==> config.mk <==
export PLATFORM = sky130hd
export DESIGN_NAME = hazard_scoreboard
export DESIGN_NICKNAME = d
export VERILOG_FILES = /design/src/rtl/hazard_scoreboard.sv
export SDC_FILE = /design/constraint.sdc
export NUM_CORES = 1
export LEC_CHECK = 0
export CAP_MARGIN = 15
export CORE_ASPECT_RATIO = 0.8
export CORE_UTILIZATION = 60
export CTS_BUF_LIST = sky130_fd_sc_hd__clkbuf_4
export DETAILED_ROUTE_END_ITERATION = 16
export GPL_TIMING_DRIVEN = 1
export PLACE_DENSITY = 0.87
export SYNTH_ARGS = -nofsm -noshare
export SYNTH_HDL_FRONTEND = slang
export SYNTH_SLANG_ARGS = --single-unit
==> constraint.sdc <==
create_clock -name clk -period 10.1 [get_ports clk]
set_input_delay 2.525 -clock clk [delete_from_list [all_inputs] [get_ports clk]]
set_output_delay 2.525 -clock clk [all_outputs]
set_load 0.02 [all_outputs]
==> src/rtl/hazard_scoreboard.sv <==
// hazard_scoreboard: per-stage Tnew scoreboard driving PC/ID stall and ID/EX clear, plus multdiv busy and stall counters
module hazard_scoreboard #(
    parameter int NUM_STAGES  = 4,
    parameter int T_WIDTH     = 3,
    parameter int REG_AW      = 5,
    parameter int MULT_CYCLES = 5,
    parameter int DIV_CYCLES  = 10,
    parameter int CNT_W       = 4
) (
    input  logic               clk,
    input  logic               reset_n,
    input  logic               id_valid,
    input  logic [REG_AW-1:0]  id_rs,
    input  logic [REG_AW-1:0]  id_rt,
    input  logic [T_WIDTH-1:0] id_tuse_rs,
    input  logic [T_WIDTH-1:0] id_tuse_rt,
    input  logic [REG_AW-1:0]  id_dst,
    input  logic [T_WIDTH-1:0] id_tnew,
    input  logic               id_is_md,
    input  logic               md_start,
    input  logic               md_is_div,
    input  logic               flush,
    output logic               stall_pc,
    output logic               stall_id,
    output logic               clr_ex,
    output logic               md_busy,
    output logic [31:0]        stall_count
);
    logic [NUM_STAGES-1:0] v_q, v_d;
    logic [REG_AW-1:0]     a_q [NUM_STAGES];
    logic [REG_AW-1:0]     a_d [NUM_STAGES];
    logic [T_WIDTH-1:0]    t_q [NUM_STAGES];
    logic [T_WIDTH-1:0]    t_d [NUM_STAGES];
    logic [CNT_W-1:0]      md_cnt_q, md_cnt_d;
    logic [31:0]           stall_cnt_q, stall_cnt_d;
    logic                  hit_rs, hit_rt, md_launch, md_nz, stall_md, stall;

    assign md_launch = md_start & ~flush;
    assign md_nz     = md_cnt_q != '0;
    assign stall_md  = id_valid & id_is_md & (md_nz | md_launch);

    always_comb begin
        hit_rs = 1'b0;
        hit_rt = 1'b0;
        for (int k = 0; k < NUM_STAGES; k++) begin
            if (v_q[k] && a_q[k] == id_rs && t_q[k] > id_tuse_rs) hit_rs = 1'b1;
            if (v_q[k] && a_q[k] == id_rt && t_q[k] > id_tuse_rt) hit_rt = 1'b1;
        end
    end

    assign stall       = (id_valid & (id_rs != '0) & hit_rs) | (id_valid & (id_rt != '0) & hit_rt) | stall_md;
    // outputs are held low while reset is asserted, even if ID/EX inputs are active
    assign stall_pc    = reset_n & stall & ~flush;
    assign stall_id    = stall_pc;
    assign clr_ex      = reset_n & (stall | flush);
    assign md_busy     = reset_n & md_nz;
    assign stall_count = stall_cnt_q;

    // shift runs every cycle; a stalled ID injects a bubble into entry 0
    always_comb begin
        v_d[0] = id_valid & (id_dst != '0) & (id_tnew > T_WIDTH'(1)) & ~stall & ~flush;
        a_d[0] = id_dst;
        t_d[0] = id_tnew - T_WIDTH'(1);
        for (int k = 1; k < NUM_STAGES; k++) begin
            v_d[k] = ~flush & v_q[k-1] & (t_q[k-1] > T_WIDTH'(1));
            a_d[k] = a_q[k-1];
            t_d[k] = (t_q[k-1] == '0) ? '0 : t_q[k-1] - T_WIDTH'(1);
        end
        md_cnt_d    = md_launch ? (md_is_div ? CNT_W'(DIV_CYCLES) : CNT_W'(MULT_CYCLES))
                                : md_cnt_q - (md_nz ? CNT_W'(1) : CNT_W'(0));
        stall_cnt_d = (stall_pc && stall_cnt_q != '1) ? stall_cnt_q + 32'd1 : stall_cnt_q;
    end

    always_ff @(posedge clk or negedge reset_n) begin
        if (!reset_n) begin
            v_q         <= '0;
            md_cnt_q    <= '0;
            stall_cnt_q <= '0;
        end else begin
            v_q         <= v_d;
            md_cnt_q    <= md_cnt_d;
            stall_cnt_q <= stall_cnt_d;
        end
    end

    always_ff @(posedge clk) begin
        for (int k = 0; k < NUM_STAGES; k++) begin
            a_q[k] <= a_d[k];
            t_q[k] <= t_d[k];
        end
    end
endmodule
**Word-level counts from Yosys, hierarchy flattened**

Memories as Yosys holds them, arrays and structs flattened.
Cells that the tools add are included.

- Div/mod/pow operators: 0
- Mux-type cells: 14
- $add $sub $neg: 6
- $mul: 0
- Shifts and indexed selects: 0
- Reductions and logical operators: 24
- Equal/unequal tests: 9
- Order comparisons: 12
- Bitwise operators: 27

Operators by type and width:

| kind | number |
|---|---|
| $eq 5x5->1 | 8 |
| $add 32x1->32 const B | 1 |
| $ne 32x32->1 const B | 1 |
| $gt 3x3->1 | 8 |
| $and 1x1->1 | 21 |
| $logic_and 1x1->1 | 17 |
| $reduce_bool 5->1 | 3 |
| $gt 3x1->1 const B | 4 |
| $sub 3x1->3 const B | 4 |
| $logic_not 3->1 | 3 |
| $mux 1 | 9 |
| $mux 3 | 3 |
| $mux 4 | 2 |
| $or 1x1->1 | 4 |
| $reduce_bool 4->1 | 1 |
| $sub 4x1->4 | 1 |
| $not 1->1 | 2 |

- Output and inout port bits: 36
- RAM bits: 32
- Word-level logic and storage cells: 97
- Bits in latches: 0
- Bits in registers: 40
- ROM bits: 0
- Input port bits: 31
- Memories kept: 2

Memory list:

| name | words | bits a word | rd ports | clocked after Yosys merged registers in | wr ports | line | RTL |
|---|---|---|---|---|---|---|---|
| a_q | 4 | 5 | 4 | 0 | 4 | 30 | `logic [REG_AW-1:0] a_q [NUM_STAGES];` |
| t_q | 4 | 3 | 4 | 0 | 4 | 32 | `logic [T_WIDTH-1:0] t_q [NUM_STAGES];` |

**Longest topological paths before layout**

- Depth in word-level cells: 13
- Mapped depth: 11
- Mapped depth without buffers: 10

**Least setup slack after synthesis**

OpenSTA, ideal clock, no wires.

- Path type: input port to output port
- Start point: input id_tuse_rs[1]
- End point: output stall_pc
- Data required time: 7.575 ns
- Setup slack: 3.161 ns
- Stages on the path: 10
- Arrival: 4.414 ns
- Path buffers: 1
- Cells stage by stage: inv_1 -> ha_1 -> nor2b_1 -> o21ai_0 -> a211oi_1 -> nor4_1 -> o21ai_1 -> o21ai_1 -> inv_1 -> buf_4

- Word-level cells in the longest chain between the ends: 11
- Elaborated cells on any way between the ends: 17
- Classes of those cells: order compare (4); mux (4); bitwise (5); reduce/logical (4)

RTL lines:

| element | line | RTL |
|---|---|---|
| start: declaration | 15 | `input logic [T_WIDTH-1:0] id_tuse_rs,` |
| $gt 3x3->1 | 46 | `if (v_q[k] && a_q[k] == id_rs && t_q[k] > id_tuse_rs) hit_rs = 1'b1;` |
| $logic_and 1x1->1 | 46 |  |
| $mux 1 (3 in series) | 46 |  |
| $mux 1 * | 46 |  |
| $and 1x1->1 * | 51 | `assign stall = (id_valid & (id_rs != '0) & hit_rs) \| (id_valid & (id_rt != '0) & hit_rt) \| stall_md;` |
| $or 1x1->1 * (2 in series) | 51 |  |
| $and 1x1->1 * (2 in series) | 53 | `assign stall_pc = reset_n & stall & ~flush;` |
| end: declaration | 23 | `output logic stall_pc,` |

Mark *: on every way between the ends. The rest lies on a longest branch, timed or not.

**Worst setup path after layout**

- Start point: input id_tuse_rt[1]
- End point: output stall_pc

- Word-level cells in the longest chain between the ends: 11
- Elaborated cells on any way between the ends: 17
- Classes of those cells: order compare (4); mux (4); bitwise (5); reduce/logical (4)

RTL lines:

| element | line | RTL |
|---|---|---|
| start: declaration | 16 | `input logic [T_WIDTH-1:0] id_tuse_rt,` |
| $gt 3x3->1 | 47 | `if (v_q[k] && a_q[k] == id_rt && t_q[k] > id_tuse_rt) hit_rt = 1'b1;` |
| $logic_and 1x1->1 | 47 |  |
| $mux 1 (3 in series) | 47 |  |
| $mux 1 * | 47 |  |
| $and 1x1->1 * | 51 |  |
| $or 1x1->1 * (2 in series) | 51 |  |
| $and 1x1->1 * (2 in series) | 53 |  |

Marked as above.

==> out/metrics.cfg <==
[outcome]
status=finished, final reports clean

[die]
die_y_um=75.4
start_util_pct=62.6
dieArea_um2=7060
die-width_um=93.7
core_area_um2=6440
ios=67
rows=26

[pwr]
p_leak_nw=2.12
ir_drop_v=0.000108
p_per_area_nw_per_um2=151

[yosys]
synth.top_cell.area_share_pct=24.8
syn_avg_cell_area_um2=9.77
synthTopCellsByArea=dfrtp_1, dfxtp_1, ha_1, xnor2_1, xor2_1
synth_edf_count=0
synthAdderAreaFrac_pct=11.5
ys_seq_elements=72
synthArstFlopShare_pct=55.6
syn_nets=481
synthCells=413
synthMuxAreaShare_pct=1.27
synth-simple-area-share_pct=20.3
synth_flop_cell=dfrtp_1
ys_seq_area_share_pct=40.7
netlist_area_um2=4040
synth_top_family_by_area=simple AND/OR/NAND/NOR gates
ys_types=41
ys_warn_count=0
synth-compound-area-share_pct=5.43
synth_xor_area_share_pct=15.8
synth_top_area_cell=dfrtp_1

[setup_path]
path_max_fanout=6
critical_path.endpoint_type=primary output
cp.required_ns=7.58
critPathKind=in -> out
crit_arrival_ns=5.65
startpoint_type=primary input

[timing]
hold_violations=0
whs_ns=0.399
final.setup_skew_ns=0.0214
final.period_utilization_pct=80.9
clock.fmax_ghz=0.122
tightest_slew_ns=0.554
rsz0062_at_grt=false
finalSetupViolations=0
relSlewSlack_pct=62.8
period_minus_slack_ns=8.17
drv_slew=0
fin_tns_setup_ns=0

[placement]
place.gp.congestion=0.889
dp_hpwl_mm=7.21
portBuffers=66

[grt]
grt_max_degree=45
grt.total_usage_pct=27.9
grt_pass1_wl_mm=14.8
grt-ovfl-total=0
antenna_found_initial=0
grt_pass1_vias=3070

[drt]
num_vias=3237
wirelength_mm=9.43
wl_per_cell_um=16.7
dr.pass1.iters=5
drtAntennaViolNets=0
routed_via_density=5.72
drt-initial-drc-count=289
drc=0

[final_layout]
n_fill_cell=448
antenna_cells=0
syn2layout_area_growth_pct=21.1
drive_above_1_share_pct=6.43
nets=545

[min_path]
hold_path.class=reg -> reg

[cts]
cts_tree=done
cts_num_sinks=72
cts_max_path_buffers=2
clock_latency_ns=0.43
h-tree-depth=3
cts_hold_buf=0
root_buffer=clkbuf_4
numCtsBuffers=9
post_cts.repair.setup_buffers=0
postCtsResizedCells=0
clkTransAtPathRegs_ns=0.11

[run]
maxCapViolations=0

cells in the mapped netlist (2+ instances only):
cell type	count
nand3_1	28
dfrtp_1	40
and2_1	3
buf_4	2
nand2_1	15
nor4_1	8
a211oi_1	8
buf_2	10
nor3b_1	3
nor3_2	4
xor2_1	22
inv_1	32
xnor2_1	51
nor3_1	8
nor2_1	27
mux2i_1	4
and3_1	4
a21oi_1	6
o21ai_1	2
and4_4	2
o21ai_0	15
nor2b_1	14
ha_1	37
nand4_1	13
or4_1	3
nand2b_1	6
dfxtp_1	32
per-stage QoR:
| step | std cells | total power (W) | worst slack (ns) | cell area (um2) | utilization (%) |
|---|---|---|---|---|---|
| after floorplan | 413 | 0.000462 | 3.16 | 4040 | - |
| after global placement | 550 | 0.000518 | 2.15 | 4720 | 73.3 |
| after detailed placement | 550 | 0.000532 | 2.00 | 4720 | 73.3 |
| after CTS | 566 | 0.000739 | 2.00 | 4890 | 75.9 |
| after global routing | 566 | 0.000777 | 1.76 | 4890 | 75.9 |
| final | 566 | 0.000739 | 1.93 | 4890 | 75.9 |
placed cells by master, fill, tap and decap left out, types with 4 or more instances in the layout:
| cell type | count |
|---|---|
| nor2b_1 | 14 |
| a21oi_1 | 6 |
| inv_1 | 32 |
| and3_1 | 4 |
| nand3_1 | 28 |
| xor2_1 | 22 |
| dfxtp_1 | 32 |
| clkbuf_4 | 11 |
| dfrtp_1 | 40 |
| nor4_1 | 8 |
| nand4_1 | 13 |
| xnor2_1 | 51 |
| nor3_1 | 8 |
| ha_1 | 37 |
| nor3_2 | 4 |
| nand2_1 | 15 |
| clkdlybuf4s50_1 | 65 |
| o21ai_0 | 15 |
| nor2_1 | 27 |
| a211oi_1 | 8 |
| nand2b_1 | 6 |
| mux2i_1 | 4 |
sequential cells by signal, indices dropped and copies added (netlist names):
name         cells
a_q             20
md_cnt_q         4
v_q              4
stall_count     32
t_q             12
report_power, final:
group	switching (W)	total, W	internal, W
clock network	0.000104	0.000210	0.000106
logic	0.0000904	0.000179	0.0000882
registers	0.0000341	0.000350	0.000316
total	0.000229	0.000739	0.000511
cell type report:
cell class | count | area, um2 | area share, %
multi-input cells | 295 | 2190 | 44.9
flip-flops and latches | 72 | 1640 | 33.6
repair buffers | 67 | 663 | 13.6
inverters | 32 | 120 | 2.46
well taps | 84 | 105 | 2.15
clock buffers | 11 | 82.6 | 1.69
clock inverters | 5 | 81.3 | 1.66
routing by layer:
metal  track usage, %  vias to the layer above  part of all wire, %
li1                 -                     1532                    -
met1             38.6                     1552                   46
met2             45.1                      136                   47
met3             6.19                       17                  6.6
met4             7.52                        0                  1.0
met5                0                        -                    0
logic make-up (layout without fill, tap and decap cells):
logic type      after synthesis  in the layout
compound gates               35             35
xor+xnor                     73             73
fa+ha+maj                    37             37
buf+inv                      46            115
flops                        72             72
mux                           5              5
simple gates                145            145
critical path, cell delays in order:
cell	delay, ns
clkdlybuf4s50_1	0.45
inv_1	0.11
ha_1	0.33
nor2b_1	0.14
o21ai_0	0.19
a211oi_1	0.13
nor4_1	0.48
nor2_1	0.14
o21ai_1	0.47
inv_1	0.11
clkdlybuf4s50_1	0.57
final timing paths:
check | start | end | slack (ns) | cells after the start
hold reg to reg | a_q[1][1] | a_q[2][1] | 0.40 | 0
setup reg to reg | stall_count[0] | stall_count[1] | 7.33 | 8
setup / recovery | id_tuse_rt[1] | stall_pc | 1.93 | 11
max in group asynchronous | reset_n | v_q[0] | 7.57 | 2
hold / removal | a_q[1][1] | a_q[2][1] | 0.40 | 0
min in group asynchronous | reset_n | stall_count[28] | 2.14 | 2
(Power assumes the default switching activity.)
==> RTL edit: new RTL, config.mk and constraints unchanged <==
Register the output `stall_count` once more, with the module's reset; this adds one clock of latency there. The other outputs are not delayed to match.
--- a/src/rtl/hazard_scoreboard.sv
+++ b/src/rtl/hazard_scoreboard.sv
@@ -54,7 +54,13 @@
     assign stall_id    = stall_pc;
     assign clr_ex      = reset_n & (stall | flush);
     assign md_busy     = reset_n & md_nz;
-    assign stall_count = stall_cnt_q;
+    always_ff @(posedge clk or negedge reset_n) begin
+        if (!reset_n) begin
+            stall_count <= '0;
+        end else begin
+            stall_count <= stall_cnt_q;
+        end
+    end
 
     // shift runs every cycle; a stalled ID injects a bubble into entry 0
     always_comb begin
Formal check against the unedited RTL: not equivalent (a bounded check fails within 4 cycles, from zero or initial values and one cycle with reset_n low).
==> RTL edit against the unedited design <==
  * Routed wire length increased by 0.30%
  * Cell count increased by 5.7%
  * Total power increased by 17%
  * Sequential cell count increased by 32
  * Final area increased by 15%
  * Synthesized area increased by 19%
  * Die area increased by 19%
  * Worst setup slack improved by 370 ps
  * Largest cell class is now registers
==> RTL edit: results (changes against the unedited design) <==
Count of inserted antenna diode cells: 0 (unchanged). The HPWL after detailed placement is 7290 µm (+1.1%). In this run the worst setup path begins at id_tuse_rs[1].

The sum of routed wire length over all layers is 9460 µm (+0.30%). The critical path's slowest cell is clkdlybuf4s50_1. For the area after detailed placement, the log shows 5500 µm² (+16%). The destination of the worst hold path is a_q[3][1]. The net count after synthesis is 492 (+2.3%). The post-route minimum period was 7800 ps (-367 ps). The number of buffers inserted for hold repair after clock tree synthesis was 0 (unchanged); the fraction of final layout cells with drive strength greater than 1 was 0.0771 (+0.0128). The arrival time at the worst endpoint is 5280 ps (-370 ps), and the portion of netlist area occupied by mux cells is 0.0112 (-0.00154). The endpoint of the most critical setup path was stall_pc. The fraction of the mapped netlist area in adder cells is 0.0961 (-0.0186), and the clock tree skew after final layout is 11.3 ps (-10.1 ps). The run gives 556 (+2.0%) as the number of nets in the final layout. The violation count after the first detailed-route iteration is 126 (-56%), and the fraction of registers with async set/reset is 0.692 (+0.137). The critical register-to-register path startpoint is t_q[0][0]. The first-pass iteration count of the detailed router came out at 4 (-1).

The startpoint identified for the worst hold timing path is a_q[2][1]. Highest cell delay on the worst timing path: 550 ps (-20 ps). The max-slew headroom at the worst pin was 0.472 (-0.156).

The largest voltage drop on the vdd net was 0.114 mV (+5.8%); the part of the Yosys area used for sequential elements was 0.507 (+0.100). On the critical path the largest part of the delay comes from buffers and inverters. The number of unique standard cell types used by synthesis was 37 (-9.8%); the largest net degree at the start of global routing was 67 (+49%). The xor/xnor share of the synthesized area is 0.133 (-0.0257).

The number of cells traversed by the worst register-to-register path works out to 9 (+1). Cell leakage power: 2.45 nW (+16%). The via count of the first global-routing pass is 3238 (+5.5%). The global-route wire length before repair is 15200 µm (+2.9%), and the global placer's final weighted congestion is 0.932 (+4.9%). The tools report the pre-CTS worst setup slack as 2310 ps (+312 ps). By area the synthesized netlist is led by dfrtp_1 37%, dfxtp_1 13%, xnor2_1 12%. The run finished with clean final reports. The CTS clock-pin slew for the worst setup and hold paths works out to 160 ps (+50 ps). The worst register-to-register path ends at stall_cnt_q[1]. The run gives 7590 ps (+260 ps) as the setup slack of the worst register-to-register path. The commonest cells after synthesis are 72 x dfrtp_1, 64 x xnor2_1, 37 x ha_1. Final-layout worst hold slack: 404 ps (+4.93 ps). The number of vias per cell came out at 5.47 (-4.3%). The global routing usage summed across all routing layers was 0.245 (-0.0348).

The later-pin clock latency in the skew report is 460 ps (+30 ps), and the area fraction in compound gates after synthesis is 0.0525 (-0.00178). The number of antenna violations at the first check in global routing is 0 (unchanged).
## RTL edit: power breakdown
group | internal (mW) | switching (mW)
sequential | 0.451 | 0.0308
clock | 0.0605 | 0.143
combinational | 0.0862 | 0.0935
## RTL edit: area by class of cell
class | instances | area (µm²)
clock buffers | 10 | 75.1
multi-input cells | 280 | 2160
inverters | 26 | 97.6
fillers | 531 | 1930
flip-flops and latches | 104 | 2440
well taps | 105 | 131
clock inverters | 6 | 62.6
repair buffers | 67 | 663
## RTL edit: per-layer routing
layer | GRT usage | wire, µm
met5 | 0 | 0
met4 | 0.0714 | 95
met3 | 0.0572 | 573
met2 | 0.387 | 4310
met1 | 0.339 | 4480
## RTL edit: logic make-up after synthesis
family / Yosys count
compound gates: 31
xor+xnor: 73
fa+ha+maj: 37
buf+inv: 40
flops: 104
mux: 5
simple gates: 134
## RTL edit: per-stage QoR
stage,utilization,instances
after floorplan,-,424
after global placement,0.726,582
after detailed placement,0.726,582
after CTS,0.744,598
after global routing,0.744,598
final,0.744,598
